<file path="src/rtl/apb_slave_regs.sv">
// rtl/apb_slave_regs.sv - APB register slave with programmable wait states
//
// Ports:
//   hclk, hreset_n      clock, synchronous active-low reset
//   psel, penable,      APB request: select, access phase, direction,
//   pwrite, paddr,      byte address, write data
//   pwdata
//   prdata, pready,     APB response, all registered
//   pslverr
//   status_in           source for the read-only STATUS register (0x04)
//   ctrl_out            live CTRL register contents (0x00)

`ifndef PADDR_WIDTH
`define PADDR_WIDTH 32
`endif
`ifndef APB_DATA_WIDTH
`define APB_DATA_WIDTH 32
`endif

module apb_slave_regs #(
    parameter int unsigned WAIT_CYCLES = 0
) (
    input  logic                       hclk,
    input  logic                       hreset_n,
    input  logic                       psel,
    input  logic                       penable,
    input  logic                       pwrite,
    input  logic [`PADDR_WIDTH-1:0]    paddr,
    input  logic [`APB_DATA_WIDTH-1:0] pwdata,
    output logic [`APB_DATA_WIDTH-1:0] prdata,
    output logic                       pready,
    output logic                       pslverr,
    input  logic [`APB_DATA_WIDTH-1:0] status_in,
    output logic [`APB_DATA_WIDTH-1:0] ctrl_out
);

    localparam logic [3:0] WAIT_LOAD = 4'(WAIT_CYCLES);

    typedef enum logic [1:0] {
        IDLE,
        WAIT,
        RESP
    } state_t;

    state_t                      state;
    logic [3:0]                  cnt;
    logic [2:0]                  addr_q;
    logic                        write_q;
    logic                        err_q;
    logic [`APB_DATA_WIDTH-1:0]  ctrl_q;
    // Indexed by word offset paddr[4:2]; slots 2..7 map to SCRATCH0..5.
    logic [`APB_DATA_WIDTH-1:0]  scratch [2:7];

    logic setup;
    logic setup_err;

    assign setup = psel && !penable;

    // Misaligned, beyond the 32-byte window, or a write to read-only STATUS.
    assign setup_err = (paddr[1:0] != 2'b00)
                    || (paddr[`PADDR_WIDTH-1:5] != '0)
                    || (pwrite && (paddr[4:2] == 3'd1));

    assign ctrl_out = ctrl_q;

    function automatic logic [`APB_DATA_WIDTH-1:0] read_reg(input logic [2:0] idx);
        case (idx)
            3'd0:    read_reg = ctrl_q;
            3'd1:    read_reg = status_in;
            default: read_reg = scratch[idx];
        endcase
    endfunction

    always_ff @(posedge hclk) begin
        if (!hreset_n) begin
            state   <= IDLE;
            cnt     <= 4'd0;
            addr_q  <= 3'd0;
            write_q <= 1'b0;
            err_q   <= 1'b0;
            pready  <= 1'b0;
            pslverr <= 1'b0;
            prdata  <= '0;
            ctrl_q  <= '0;
            for (int i = 2; i <= 7; i++) begin
                scratch[i] <= '0;
            end
        end else begin
            case (state)
                IDLE: begin
                    pready  <= 1'b0;
                    pslverr <= 1'b0;
                    prdata  <= '0;
                    // penable without a preceding setup cycle is ignored here.
                    if (setup) begin
                        addr_q  <= paddr[4:2];
                        write_q <= pwrite;
                        err_q   <= setup_err;
                        if (WAIT_CYCLES == 0) begin
                            // Address is still on the bus, so respond from it directly.
                            state   <= RESP;
                            pready  <= 1'b1;
                            pslverr <= setup_err;
                            prdata  <= (!pwrite && !setup_err) ? read_reg(paddr[4:2]) : '0;
                        end else begin
                            state <= WAIT;
                            cnt   <= WAIT_LOAD;
                        end
                    end
                end

                WAIT: begin
                    if (!psel) begin
                        state   <= IDLE;
                        cnt     <= 4'd0;
                        pready  <= 1'b0;
                        pslverr <= 1'b0;
                        prdata  <= '0;
                    end else begin
                        cnt <= cnt - 4'd1;
                        if (cnt == 4'd1) begin
                            state   <= RESP;
                            pready  <= 1'b1;
                            pslverr <= err_q;
                            prdata  <= (!write_q && !err_q) ? read_reg(addr_q) : '0;
                        end
                    end
                end

                RESP: begin
                    state   <= IDLE;
                    pready  <= 1'b0;
                    pslverr <= 1'b0;
                    prdata  <= '0;
                    // Commit only on a completed, legal write; a dropped psel aborts it.
                    if (psel && penable && write_q && !err_q) begin
                        case (addr_q)
                            3'd0:    ctrl_q <= pwdata;
                            3'd1:    ;
                            default: scratch[addr_q] <= pwdata;
                        endcase
                    end
                end

                default: begin
                    state   <= IDLE;
                    pready  <= 1'b0;
                    pslverr <= 1'b0;
                    prdata  <= '0;
                end
            endcase
        end
    end

endmodule

</file>
<file path="config.mk">
export PLATFORM = sky130hd
export DESIGN_NAME = apb_slave_regs
export DESIGN_NICKNAME = d
export VERILOG_FILES = /design/src/rtl/apb_slave_regs.sv
export SDC_FILE = /design/constraint.sdc
export NUM_CORES = 1
export LEC_CHECK = 0
export BUFFER_PORTS_ARGS = -buffer_cell sky130_fd_sc_hd__buf_2
export CAP_MARGIN = 10
export CORE_UTILIZATION = 42
export CTS_CLUSTER_SIZE = 12
export DETAILED_ROUTE_END_ITERATION = 6
export PLACE_DENSITY = 0.66
export SLEW_MARGIN = 0
export SYNTH_ARGS = -nofsm -noshare
export SYNTH_HDL_FRONTEND = slang
export SYNTH_SLANG_ARGS = --single-unit
</file>
<file path="constraint.sdc">
create_clock -name hclk -period 10.1 [get_ports hclk]
set_input_delay 1.01 -clock hclk [delete_from_list [all_inputs] [get_ports hclk]]
set_output_delay 1.01 -clock hclk [all_outputs]
set_load 0.02 [all_outputs]
</file>
Word level (Yosys, flattened, before mapping)
Memories as Yosys holds them, arrays and structs flattened. A register that Yosys moved wholly into a read port is not among the register bits.
Cells that the tools add are included.
{"block": "classes", "addsub": 1, "mux": 32, "n_reduce_logical": 24, "n_eq_ne": 7}
{"cell": "32-bit 2-to-1 mux", "count": 6}
{"cell": "32-bit one-hot mux with 2 select lines", "count": 3}
{"cell": "32-bit OR reduction", "count": 1}
{"cell": "27-bit nonzero test", "count": 1}
{"cell": "1-bit 2-to-1 mux", "count": 13}
{"cell": "3-bit 2-to-1 mux", "count": 3}
{"cell": "1-bit logical AND", "count": 7}
{"cell": "3-bit by 1-bit equality test with 1-bit output, second input constant", "count": 2}
{"cell": "3-bit zero test", "count": 2}
{"cell": "2-bit 2-to-1 mux", "count": 3}
{"cell": "1-bit zero test", "count": 5}
{"cell": "4-bit by 1-bit equality test with 1-bit output, second input constant", "count": 1}
{"cell": "4-bit 2-to-1 mux", "count": 1}
{"cell": "1-bit one-hot mux with 2 select lines", "count": 2}
{"cell": "2-bit one-hot mux with 2 select lines", "count": 1}
{"cell": "2-bit AND reduction", "count": 2}
{"cell": "4-bit by 1-bit subtractor with 4-bit output, second input constant", "count": 1}
{"cell": "3-bit != test, second input constant", "count": 1}
{"cell": "3-bit AND reduction", "count": 1}
{"cell": "2-bit by 1-bit equality test with 1-bit output, second input constant", "count": 1}
{"cell": "2-bit equality test, second input constant", "count": 1}
{"cell": "2-bit zero test", "count": 1}
{"cell": "1-bit logical OR", "count": 2}
{"cell": "2-bit != test, second input constant", "count": 1}
{"cell": "2 further kinds", "count": 2}
{"block": "totals", "elab_cells": 74, "ram_bits": 192, "memories": 1, "register_bits": 77, "out_inout_bits": 66}
{"name": "scratch", "words": 6, "word_bits": 32, "read_ports": 2, "rd_clocked_by_memory_dff": 1, "wr": 6, "line_no": "52", "text": "logic [`APB_DATA_WIDTH-1:0] scratch [2:7];"}

Longest topological paths before layout
{"block": "depth", "depth_word": 9, "mapped_depth": 7}

Worst setup path before layout
Ideal clock, no wire load.
{"block": "synth_timing", "path_kind": "in2reg", "start": "in psel", "end": "mem scratch[7][0] (netlist name), enable pin", "setup_time_ns": 0.466, "slack_ns": 5.871, "required_time_ns": 9.634, "stages": 3, "arrival_time_ns": 3.764, "path_cell_list": "and4b_2 > nand4_4 > o21ai_0"}
{"element": "start, declared", "line_no": "25", "text": "input logic psel,"}
{"element": "end, declared", "line_no": "52"}

==> impl_summary.log <==
[metrics] critical path fanouts, max: 46
[metrics] layout net count: 1203
[metrics] combined area of all synthesized cells: 11800 um^2
[metrics] worst clock skew: 0.0102 ns
[metrics] vertical die dimension: 170 um
[metrics] Max IR drop VDD: 0.000132 V
[metrics] endpoints failing setup: 0
[metrics] Clk network pwr share: 41.8%
[metrics] Psw: 498 uW
[metrics] syn nets: 1061
[metrics] path depth of the worst reg2reg path: 4
[metrics] Resized Gates After CTS: 0
[metrics] share of the yosys chip area belonging to registers: 61.1%
[metrics] global route overflow: 0
[metrics] multiplexer share of the synthesized area: a little under a tenth
[metrics] Longest Clk Path Bufs: 3
[metrics] Yosys Warn Count: 0
[metrics] Avg WL per Cell: 19.4 um
[metrics] clk_lat worst skew: 0.53 ns
[metrics] CORE AREA: 27300 um^2
[metrics] total number of vias: 7812
[metrics] clock sink total: around 260
[metrics] Max Clock Freq: between 200 and 300 MHz
[metrics] proportion of power drawn by flip-flops and latches: 52.1%
[metrics] share of cells above drive strength 1: 26.1%
[metrics] xor/xnor cell area share of the yosys netlist: 0%
[metrics] antenna violations before repair: 0
[metrics] via/cell ratio: ~5.2
[metrics] Std-Cell Rows: 60
[metrics] # hold bufs at CTS: 0
[metrics] final critical-path share of the clock period: 36.7%
[metrics] number of distinct standard cells referenced by the synthesized netlist: 41
[metrics] Critical Path AT: 3.86 ns
[metrics] adder-cell share of the synthesized area: 0%
[metrics] Total Die Area: 28700 um^2
[metrics] final weighted congestion in routability-driven placement: 0.744
[metrics] pin count of the biggest net entering global routing: 77
[metrics] Setup crit end kind: flip-flop
[metrics] startpoint kind of the worst setup timing path: input port
[metrics] Sw Ratio: approximately 22%
[metrics] CTS buffer count: 28
[metrics] setup tns final: 0 ns
[metrics] number of nets with antenna violations after detailed routing: 0
[metrics] clock-pin slew of the registers on the worst-case setup and hold paths: 0.06 ns
[metrics] Combinational Power Share: 6.0%
[metrics] Total Routed Length: 29000 um
[metrics] GRT Resource Usage Total: 20.3%
[metrics] worst slew margin relative to its limit: 22.9%
[metrics] simple-gate area share of the yosys netlist: 18.9%
[metrics] # Post-CTS Setup Buffers: 0
[metrics] wire length of the first global-routing pass: 44500 um
[metrics] leakage power total: 0.00543 uW
[metrics] worst slew pin tran: 1.15 ns
[metrics] Final Critical Period: 3.71 ns
[metrics] final-report hold violation count: 0
[metrics] DR pass1 iterations: 5
[metrics] Int Pwr: around 1800 uW
[metrics] worst hold path depth: 2
[metrics] DRC violations left: 0
[metrics] number of register bits inferred by synthesis: 264
[metrics] Area growth syn-to-layout: 17.4%
[metrics] clock tree from TritonCTS: done
[metrics] Pwr Density: 166 nW/um^2
[metrics] top library cells by usage in the layout, fill and taps aside: and2_1, edfxtp_1, buf_2, nand2_1, dfxtp_1
[metrics] Required @ worst endpoint: 10.25 ns
[metrics] number of global-route vias before repair: 7875
[metrics] iteration-0 DRC count of the detailed router: 587
[metrics] Critical Setup Path Class: in -> reg
[metrics] Max Cap Viol: 0
[metrics] starting density of the core: 43.3%
[metrics] RSZ-0062 raised after global routing: no
[metrics] buffer cell driving the clock tree root: clkbuf_16
[metrics] boundary pin count: 167
[metrics] Pins Over Slew Limit: 0
[metrics] Post-Synthesis Mean Instance Area: 12.3 um^2
[metrics] Post-Place Cells: 1443
[metrics] class of the most critical hold timing path: reg -> reg
[metrics] Detailed Place HPWL: 16600 um
[metrics] input/output buffers: 166
[metrics] Horiz. Die Dim: 170 um
[metrics] Syn Inst Count: 960
[metrics] final standard cell count with taps included and fillers excluded: approximately 1.5k
[metrics] compound-gate portion of the synthesized area: 8.04%
[metrics] H-tree depth: 1
[metrics] antenna cell count: 0
[metrics] combinational family with the most area after synthesis: simple AND/OR/NAND/NOR gates
[metrics] status: finished clean
## routing by layer
| layer | part of all wire [%] | vias to the layer above | GRT usage, % |
|---|---|---|---|
| li1 | - | 3698 | - |
| met1 | 45 | 3831 | 27.0 |
| met2 | 48 | 245 | 34.4 |
| met3 | 5.8 | 38 | 3.13 |
| met4 | 1.5 | 0 | 5.52 |
| met5 | 0 | - | 0 |
## power by group through the flow
stage / clock (uW) / sequential (uW) / combinational, uW
2_1_floorplan: 0 / 1220 / 76.8
3_3_place_gp: 0 / 1220 / 137
3_5_place_dp: 0 / 1220 / 139
4_1_cts: 972 / 1190 / 139
5_1_grt: 1020 / 1200 / 149
6_report: 959 / 1190 / 138
## critical path: stages
cell	delay (ns)
buf_2	0.08
buf_4	0.53
nand4_4	0.34
nor3_4	0.96
nand2b_2	0.89
## sequential cells by signal, indices dropped and copies added (netlist names)
name,flops
scratch,192
pready,1
pslverr,1
ctrl_out,32
prdata,32
err_q,1
addr_q,3
state,1
write_q,1
## cell usage after synthesis (all sizes together)
master | n | area, um^2
nor2b | 6 | 37.5
and2 | 192 | 1200
a21boi | 32 | 240
o31a | 8 | 70.1
o21a | 23 | 173
dfxtp | 72 | 1440
a22oi | 2 | 15.0
clkbuf | 43 | 165
nor3b | 32 | 257
o22ai | 1 | 6.26
and4b | 1 | 11.3
nor4 | 7 | 58.8
nor4b | 1 | 8.76
and3 | 1 | 6.26
edfxtp | 192 | 5770
a21oi | 31 | 155
nand4 | 3 | 33.8
nor3 | 5 | 40.0
a221o | 22 | 220
mux2 | 53 | 597
buf | 24 | 139
a31oi | 1 | 6.26
mux4 | 2 | 45.0
nor2 | 64 | 240
nand2 | 75 | 289
a211oi | 1 | 7.51
nand2b | 6 | 37.5
nand3 | 2 | 10.0
mux2i | 45 | 450
inv | 2 | 7.51
o21ai | 11 | 55.1
## logic make-up (layout without fill, tap and decap cells)
group                  count (synthesis)  after routing
AND/OR/NAND/NOR                      395            395
flip-flops                           264            264
AO/OA/AOI/OAI                        132            132
multiplexers                         100            100
buffers and inverters                 69            233
## per-stage QoR
stage | utilization [%] | instance area (um^2) | hold WS [ns] | power, uW | setup slack, ns
floorplan | - | 11800 | 0.475 | 1290 | 5.87
global placement | 47.6 | 13000 | 0.463 | 1350 | 5.78
detailed placement | 47.6 | 13000 | 0.471 | 1360 | 5.71
CTS | 50.7 | 13800 | 0.480 | 2310 | 6.26
global route | 50.8 | 13800 | 0.505 | 2360 | 6.16
finish | 50.8 | 13800 | 0.476 | 2290 | 6.39
## area by class of cell
class	count	area (um^2)
inverter	2	7.51
clock buffer	44	822
sequential	264	7210
fill	2365	13400
tap	372	465
clock inverter	8	36.3
multi-input combinational	627	4360
timing repair buffer	179	942
## worst paths after layout
path | start | end | slack, ns
worst max-delay path | hreset_n | scratch[4][30] | 6.39
worst min-delay path | ctrl_out[22] | ctrl_out[22] | 0.48
worst max register to register | state[1] | scratch[4][30] | 6.92
worst min register to register | ctrl_out[22] | ctrl_out[22] | 0.48
Power figures use the tool's default switching activity.
